==> config.mk <==
export PLATFORM = sky130hd
export DESIGN_NAME = synchro_down_timer
export DESIGN_NICKNAME = d
export VERILOG_FILES = /design/src/rtl/synchro_down_timer.sv
export SDC_FILE = /design/constraint.sdc
export NUM_CORES = 1
export LEC_CHECK = 0
export CELL_PAD_IN_SITES_DETAIL_PLACEMENT = 0
export CELL_PAD_IN_SITES_GLOBAL_PLACEMENT = 1
export CORE_MARGIN = 4
export CORE_UTILIZATION = 38
export DETAILED_ROUTE_END_ITERATION = 8
export GPL_TIMING_DRIVEN = 0
export PLACE_DENSITY = 0.92
export SYNTH_ARGS = -nofsm -noshare
export SYNTH_HDL_FRONTEND = slang
export SYNTH_SLANG_ARGS = --single-unit
==> constraint.sdc <==
create_clock -name clk -period 2.8 [get_ports clk]
set_clock_uncertainty 0.15 [all_clocks]
set_input_delay 0.56 -clock clk [delete_from_list [all_inputs] [get_ports clk]]
set_output_delay 0.56 -clock clk [all_outputs]
set_load 0.01 [all_outputs]
==> src/rtl/synchro_down_timer.sv <==
// Loadable N-bit down-counter/timer with one-shot and auto-reload modes,
// pause/resume and an external count-enable tick for prescaler chaining.
module synchro_down_timer #(
    parameter int N = 8
) (
    input  logic         clk,
    input  logic         reset,
    input  logic         load,
    input  logic [N-1:0] load_val,
    input  logic         start,
    input  logic         stop,
    input  logic         auto_reload,
    input  logic         tick,
    output logic [N-1:0] q,
    output logic         busy,
    output logic         done,
    output logic         zero
);

    typedef enum logic [1:0] {
        IDLE = 2'd0,
        RUN  = 2'd1,
        HOLD = 2'd2
    } state_t;

    localparam logic [N-1:0] ONE = {{(N-1){1'b0}}, 1'b1};

    state_t       state, state_next;
    logic [N-1:0] count, count_next;
    logic [N-1:0] reload_reg, reload_next;
    logic         done_r, done_next;

    always_ff @(posedge clk) begin
        if (reset) begin
            state      <= IDLE;
            count      <= '0;
            reload_reg <= '0;
            done_r     <= 1'b0;
        end else begin
            state      <= state_next;
            count      <= count_next;
            reload_reg <= reload_next;
            done_r     <= done_next;
        end
    end

    // Priority below reset: load > stop > start > tick.
    always_comb begin
        state_next  = state;
        count_next  = count;
        reload_next = reload_reg;
        done_next   = 1'b0;

        if (load) begin
            count_next  = load_val;
            reload_next = load_val;
            state_next  = IDLE;
        end else begin
            unique case (state)
                IDLE, HOLD: begin
                    if (!stop && start && (count != '0))
                        state_next = RUN;
                end
                RUN: begin
                    if (stop) begin
                        state_next = HOLD;
                    end else if (tick) begin
                        if (count > ONE) begin
                            count_next = count - ONE;
                        end else if (count == ONE) begin
                            // Expiry: reload skips the zero cycle so the period is exactly reload ticks.
                            done_next = 1'b1;
                            if (auto_reload) begin
                                count_next = reload_reg;
                            end else begin
                                count_next = '0;
                                state_next = IDLE;
                            end
                        end else begin
                            state_next = IDLE;
                        end
                    end
                end
                default: state_next = IDLE;
            endcase
        end
    end

    assign q    = count;
    assign busy = (state == RUN);
    assign done = done_r;
    assign zero = (count == '0);

endmodule

==> results of run 1 <==
## worst max-delay path: stages, from the launching register on
cell and delay, ps:
dfxtp_1 420, nor3_4 400, and3_1 270, clkdlybuf4s50_1 550
## how the worst min path moves through the flow
| stage | slack, ps | startpoint | endpoint | depth (start not counted) |
|---|---|---|---|---|
| detailed placement | 320 | reload_reg[0]$_SDFFE_PP0P_ | reload_reg[0]$_SDFFE_PP0P_ | 2 |
| global route | 350 | reload_reg[5]$_SDFFE_PP0P_ | reload_reg[5]$_SDFFE_PP0P_ | 2 |
| floorplan | 300 | reload_reg[5]$_SDFFE_PP0P_ | reload_reg[5]$_SDFFE_PP0P_ | 2 |
| finish | 330 | reload_reg[2]$_SDFFE_PP0P_ | reload_reg[2]$_SDFFE_PP0P_ | 2 |
| global placement | 300 | reload_reg[5]$_SDFFE_PP0P_ | reload_reg[5]$_SDFFE_PP0P_ | 2 |
| CTS | 330 | reload_reg[0]$_SDFFE_PP0P_ | reload_reg[0]$_SDFFE_PP0P_ | 2 |
## area by class of cell
class / count / area, µm² / share of cell area
clock buffer: 4 / 26.3 / 0.0185
tap: 31 / 38.8 / 0.0273
inverter: 6 / 22.5 / 0.0158
multi-input combinational: 109 / 688 / 0.484
timing repair buffer: 24 / 240 / 0.169
buffer: 7 / 26.3 / 0.0185
sequential: 19 / 380 / 0.267
## layer usage
layer,wire [µm],global-route usage,vias up
met2,1490,0.278,41
met3,190,0.0269,5
met1,1360,0.242,576
met5,0,0,-
met4,58,0.0909,0
li1,-,-,585
## report_power, final
| part | internal [mW] | switching, mW | total, mW | leakage [nW] |
|---|---|---|---|---|
| clock | 0.0556 | 0.0856 | 0.141 | 0.0150 |
| combinational | 0.0802 | 0.0892 | 0.169 | 0.317 |
| sequential | 0.284 | 0.0197 | 0.304 | 0.156 |
| total | 0.420 | 0.194 | 0.614 | 0.488 |
## layout by cell type, fill, tap and decap left out, drive strengths merged, types with 2 or more instances in the layout
master / instances
a2111oi: 2
a21oi: 14
a22oi: 3
a311oi: 6
and3: 2
clkbuf: 11
clkdlybuf4s50: 24
dfxtp: 19
ha: 3
inv: 6
nand2: 18
nand2b: 7
nand3: 4
nor2: 10
nor3: 8
nor4: 2
o211ai: 2
o21ai: 7
o22ai: 4
or3: 2
xnor2: 2
## cell usage after synthesis, drive strengths merged
library cell  number
and3               2
a21oi             14
mux2i              1
a22oi              3
a21o               1
nor2b              1
nor3b              1
a2111oi            2
inv                6
nand3              4
a311oi             6
nor4               2
ha                 3
or3                2
nand2             18
o211ai             2
o221ai             1
o31a               1
xnor2              2
a31oi              1
and4bb             1
clkbuf             7
nor3               8
a2bb2oi            1
a32oi              1
o21ai              7
or2                1
nor2              10
o22ai              4
dfxtp             19
nand2b             7
nand4              1
a211oi             1
## cells by family after synthesis
kind of cell / Yosys count
AOI/OAI and AO/OA: 45
xor gates and xnor gates: 2
adders and majority gates: 3
buffers and inverters: 13
DFF: 19
muxes: 1
and+or+nand+nor: 58
## stage by stage
stage	instance area [µm²]	total power [mW]	hold WS, ps	util	worst slack [ps]
global placement	1390	0.472	305	0.500	377
CTS	1420	0.614	333	0.509	28.5
detailed placement	1390	0.475	316	0.500	315
global route	1420	0.654	354	0.511	39.4
finish	1420	0.614	330	0.511	154
floorplan	1110	0.408	296	-	827
==> metrics.md, run 1 <==
| Metric | Value |
|---|---|
| Initial drt markers | 75 |
| Post-synthesis sequential area ratio | 0.342 |
| YS warnings | 0 |
| Status | finished, final reports clean |
| Via Count | 1,207 |
| Max Cap Violations | 0 |
| Largest net degree at the start of global routing | 11 |
| Area grow syn2layout | 28.0% |
| First-pass GRT wire length | 4990 µm |
| CTS clk-pin slew, worst paths | 110 ps |
| Post-Route Setup TNS | 0 ps |
| Yosys cell types | 37 |
| Die Width | 62.1 µm |
| CTS max path bufs | 2 |
| Die Height | 62.1 µm |
| Synthesized instance count | 141 |
| Overall Global Routing Usage | 0.180 |
| Total routed wirelength | 3100 µm |
| CP max FO | 9 |
| Final hold violations | 0 |
| Clock Latency Late Sink | 300 ps |
| Hold Crit Class | reg2reg |
| Via density | 6.04 |
| Root buffer cell | clkbuf_4 |
| PwrDens | 432 mW/mm² |
| Core area | 0.00278 mm² |
| Layout cells sized above 1 | 0.0592 |
| CTS tree | built |
| Post-route ant nets | 0 |
| DRT Pass-1 Iters | 4 |
| Clk sinks | 19 |
| RSZ-0062 raised after global routing | false |
| Adder-Cell Fraction of Synth Area | 0.0338 |
| Seq cells post-synth | 19 |
| CP endpoint | zero |
| Row cnt | 19 |
| GR Overflow Total | 0 |
| Slew headroom | 0.668 |
| Top cells by area, synth | dfxtp_1, a21oi_1, nand2_1 |
| Leading area contributor after synthesis | dfxtp_1 |
| Hold_buf cts | 0 |
| Post-Syn Area per Cell | 7.88 µm² |
| Setup Buffers After CTS | 0 |
| Die Area | 0.00385 mm² |
| Reg2reg start | q[0]$_SDFFE_PP0P_ |
| Drt wl/cell | 15.5 µm |
| Top cell type's share of synthesized area | 0.342 |
| Critical Path Start | q[5]$_SDFFE_PP0P_ |
| Crit end category | primary output |
| Placed Instances | 196 |
| Period utilisation layout | 0.945 |
| Worst EP required | 2090 ps |
| Total Nets Final | 188 |
| Post-Syn Area | 0.00111 mm² |
| Peak supply drop | 0.331 mV |
| GP Congestion | 0.867 |
| Final Max Slew Viols | 0 |
| Worst R2R End | q[7]$_SDFFE_PP0P_ |
| Worst slew pin tran | 498 ps |
| FMAX | 0.378 GHz |
| Fill cell count | 286 |
| CP arrival | 1940 ps |
| Leakage power | 0.488 nW |
| Detailed-route DRC error count | 0 |
| Post_cts resized | 0 |
| Antenna violations before repair | 0 |
| Worst Reg-to-Reg Cells | 7 |
| DP HPWL | 2270 µm |
| Simple-gate area share of the yosys netlist | 0.285 |
| XOR/XNOR Fraction of Synth Area | 0.0158 |
| Diode count | 0 |
| Net Count, Synth | 159 |
| Num CTS Buffers | 3 |
| # setup viols final | 0 |
| Compound-gate portion of the synthesized area | 0.270 |
| Worst Setup Start Kind | flop |
| # port buffers | 24 |
| Setup CP Type | reg2out |
| Main combinational cell family by area after synthesis | simple AND/OR/NAND/NOR gates |
| I/O pins | 26 |
| Vias in the first global route | 1,069 |
| Max H-tree Level | 1 |
| Crit path time final | 2650 ps |
| Cell Count, Final, Fillers Out | 200 |
| Post-synthesis mux area share | 0.00901 |
| Starting Density | 0.399 |
| R2R setup slack | 430 ps |
Power figures use the tool's default switching activity.
==> run 2, diff against run 1 <==
- CTS_CLUSTER_SIZE: unset -> 14
- HOLD_SLACK_MARGIN: unset -> 0.15
==> results of run 2 <==
Same layout as run 1: the final DEF is identical, and so are final timing and power.
==> run 3, diff against run 2 <==
- PLACE_DENSITY: 0.92 -> unset
- PLACE_DENSITY_LB_ADDON: unset -> 0.1
==> run 3 against run 2 <==
  * Non-clock buffer count stayed put
  * Critical path type unchanged
  * First-iteration DRC count up 15%
  * Sequential share of layout area unchanged
==> metrics.md, run 3 (same netlist as run 1, synthesis figures left out) <==
| Metric | Value |
|---|---|
| Clock Latency Late Sink | 310 ps |
| CTS tree | built |
| Final hold violations | 0 |
| GP Congestion | 0.831 |
| Drt wl/cell | 16.2 µm |
| Max incr delay on CP | 550 ps |
| Max Cap Violations | 0 |
| GR Overflow Total | 0 |
| Row cnt | 19 |
| Die Area | 0.00385 mm² |
| CP arrival | 1950 ps |
| Clk sinks | 19 |
| Final setup margin | 142 ps |
| Internal | 420 µW |
| First-pass GRT wire length | 5380 µm |
| Detailed-route DRC error count | 0 |
| Slew headroom | 0.617 |
| CTS max path bufs | 2 |
| I/O pins | 26 |
| DP HPWL | 2310 µm |
| Worst Reg-to-Reg Cells | 7 |
| Total routed wirelength | 3240 µm |
| CP max FO | 9 |
| Clock Power Share | 0.236 |
| DP Worst Slack | 289 ps |
| Crit path time final | 2660 ps |
| Layout cells sized above 1 | 0.0592 |
| Worst Setup Start Kind | flop |
| Antenna violations before repair | 0 |
| RSZ-0062 raised after global routing | false |
| Vias in the first global route | 1,118 |
| # port buffers | 24 |
| Hold Path Depth | 2 |
| Area grow syn2layout | 28.0% |
| Most frequent cells in the layout | clkdlybuf4s50_1, dfxtp_1, nand2_1, a21oi_1, nor2_1 |
| FMAX | 0.376 GHz |
| Period utilisation layout | 0.949 |
| Sw Pwr | 200 µW |
| Initial drt markers | 86 |
| Die Height | 62.1 µm |
| Total Nets Final | 188 |
| Via density | 5.99 |
| PwrDens | 436 mW/mm² |
| Sw Share | 0.323 |
| Setup CP Type | reg2out |
| Overall Global Routing Usage | 0.192 |
| Status | finished, final reports clean |
| Post_cts resized | 0 |
| Max H-tree Level | 1 |
| Post-Route Setup TNS | 0 ps |
| Hold Crit Class | reg2reg |
| Worst slew pin tran | 574 ps |
| Starting Density | 0.399 |
| Post-route ant nets | 0 |
| Reg power frac | 0.489 |
| CTS clk-pin slew, worst paths | 110 ps |
| Core area | 0.00278 mm² |
| Critical path's slowest cell | clkdlybuf4s50_1 |
| Leakage power | 0.488 nW |
| Largest net degree at the start of global routing | 11 |
| Num CTS Buffers | 3 |
| Hold_buf cts | 0 |
| Placed Instances | 196 |
| Via Count | 1,197 |
| Diode count | 0 |
| Peak supply drop | 0.372 mV |
| Final Max Slew Viols | 0 |
| DRT Pass-1 Iters | 4 |
| Root buffer cell | clkbuf_4 |
| Critical path cell sequence | nor3_4 -> and3_1 -> clkdlybuf4s50_1 |
| # setup viols final | 0 |
| Setup Buffers After CTS | 0 |
| Logic pwr share | 0.275 |
| Crit end category | primary output |
| Worst EP required | 2090 ps |
| Die Width | 62.1 µm |
| Commonest non-fill, non-tap cell in the layout | clkdlybuf4s50_1 |
| Cell Count, Final, Fillers Out | 200 |
-- run 3: cell counts in the layout (fill, tap and decap cells not counted) --
Identical to the previous run, type by type.
-- run 3: power groups by stage --
stage,clock network (mW),registers [mW],logic (mW)
after global placement,0,0.308,0.167
after CTS,0.151,0.302,0.170
after detailed placement,0,0.308,0.169
after global routing,0.156,0.306,0.190
after floorplan,0,0.307,0.101
final,0.147,0.303,0.170
-- run 3: final timing paths --
path	slack (ps)	startpoint	endpoint
setup reg to reg	390	q[0]$_SDFFE_PP0P_	q[7]$_SDFFE_PP0P_
hold / removal	330	reload_reg[2]$_SDFFE_PP0P_	reload_reg[2]$_SDFFE_PP0P_
hold reg to reg	330	reload_reg[2]$_SDFFE_PP0P_	reload_reg[2]$_SDFFE_PP0P_
setup / recovery	140	q[5]$_SDFFE_PP0P_	zero
-- run 3: layout make-up --
type	instances	area, µm²
Sequential cell	19	380
Buffer	7	26.3
Fill cell	306	1360
Multi-Input combinational cell	109	688
Timing Repair Buffer	24	240
Clock buffer	4	26.3
Tap cell	31	38.8
Inverter	6	22.5
-- run 3: metrics by stage --
step                      area [µm²]  power, mW  hold WS, ps  utilization
final                           1420      0.621          335        0.511
after global routing            1420      0.652          363        0.511
after CTS                       1420      0.623          336        0.509
after detailed placement        1390      0.477          318        0.500
after global placement          1390      0.475          310        0.500
after floorplan                 1110      0.408          296            -
-- run 3: per-layer routing --
metal | up-vias | track usage | part of all wire
met1 | 569 | 0.272 | 0.47
li1 | 580 | - | -
met5 | - | 0 | 0
met3 | 5 | 0.0227 | 0.063
met2 | 43 | 0.296 | 0.45
met4 | 0 | 0.0727 | 0.015
-- run 3: worst max-delay path, delay by kind of cell, from the launching register on --
family	cells	cell delay [ps]
simple gates	2	670
flops	1	420
buf+inv	1	550
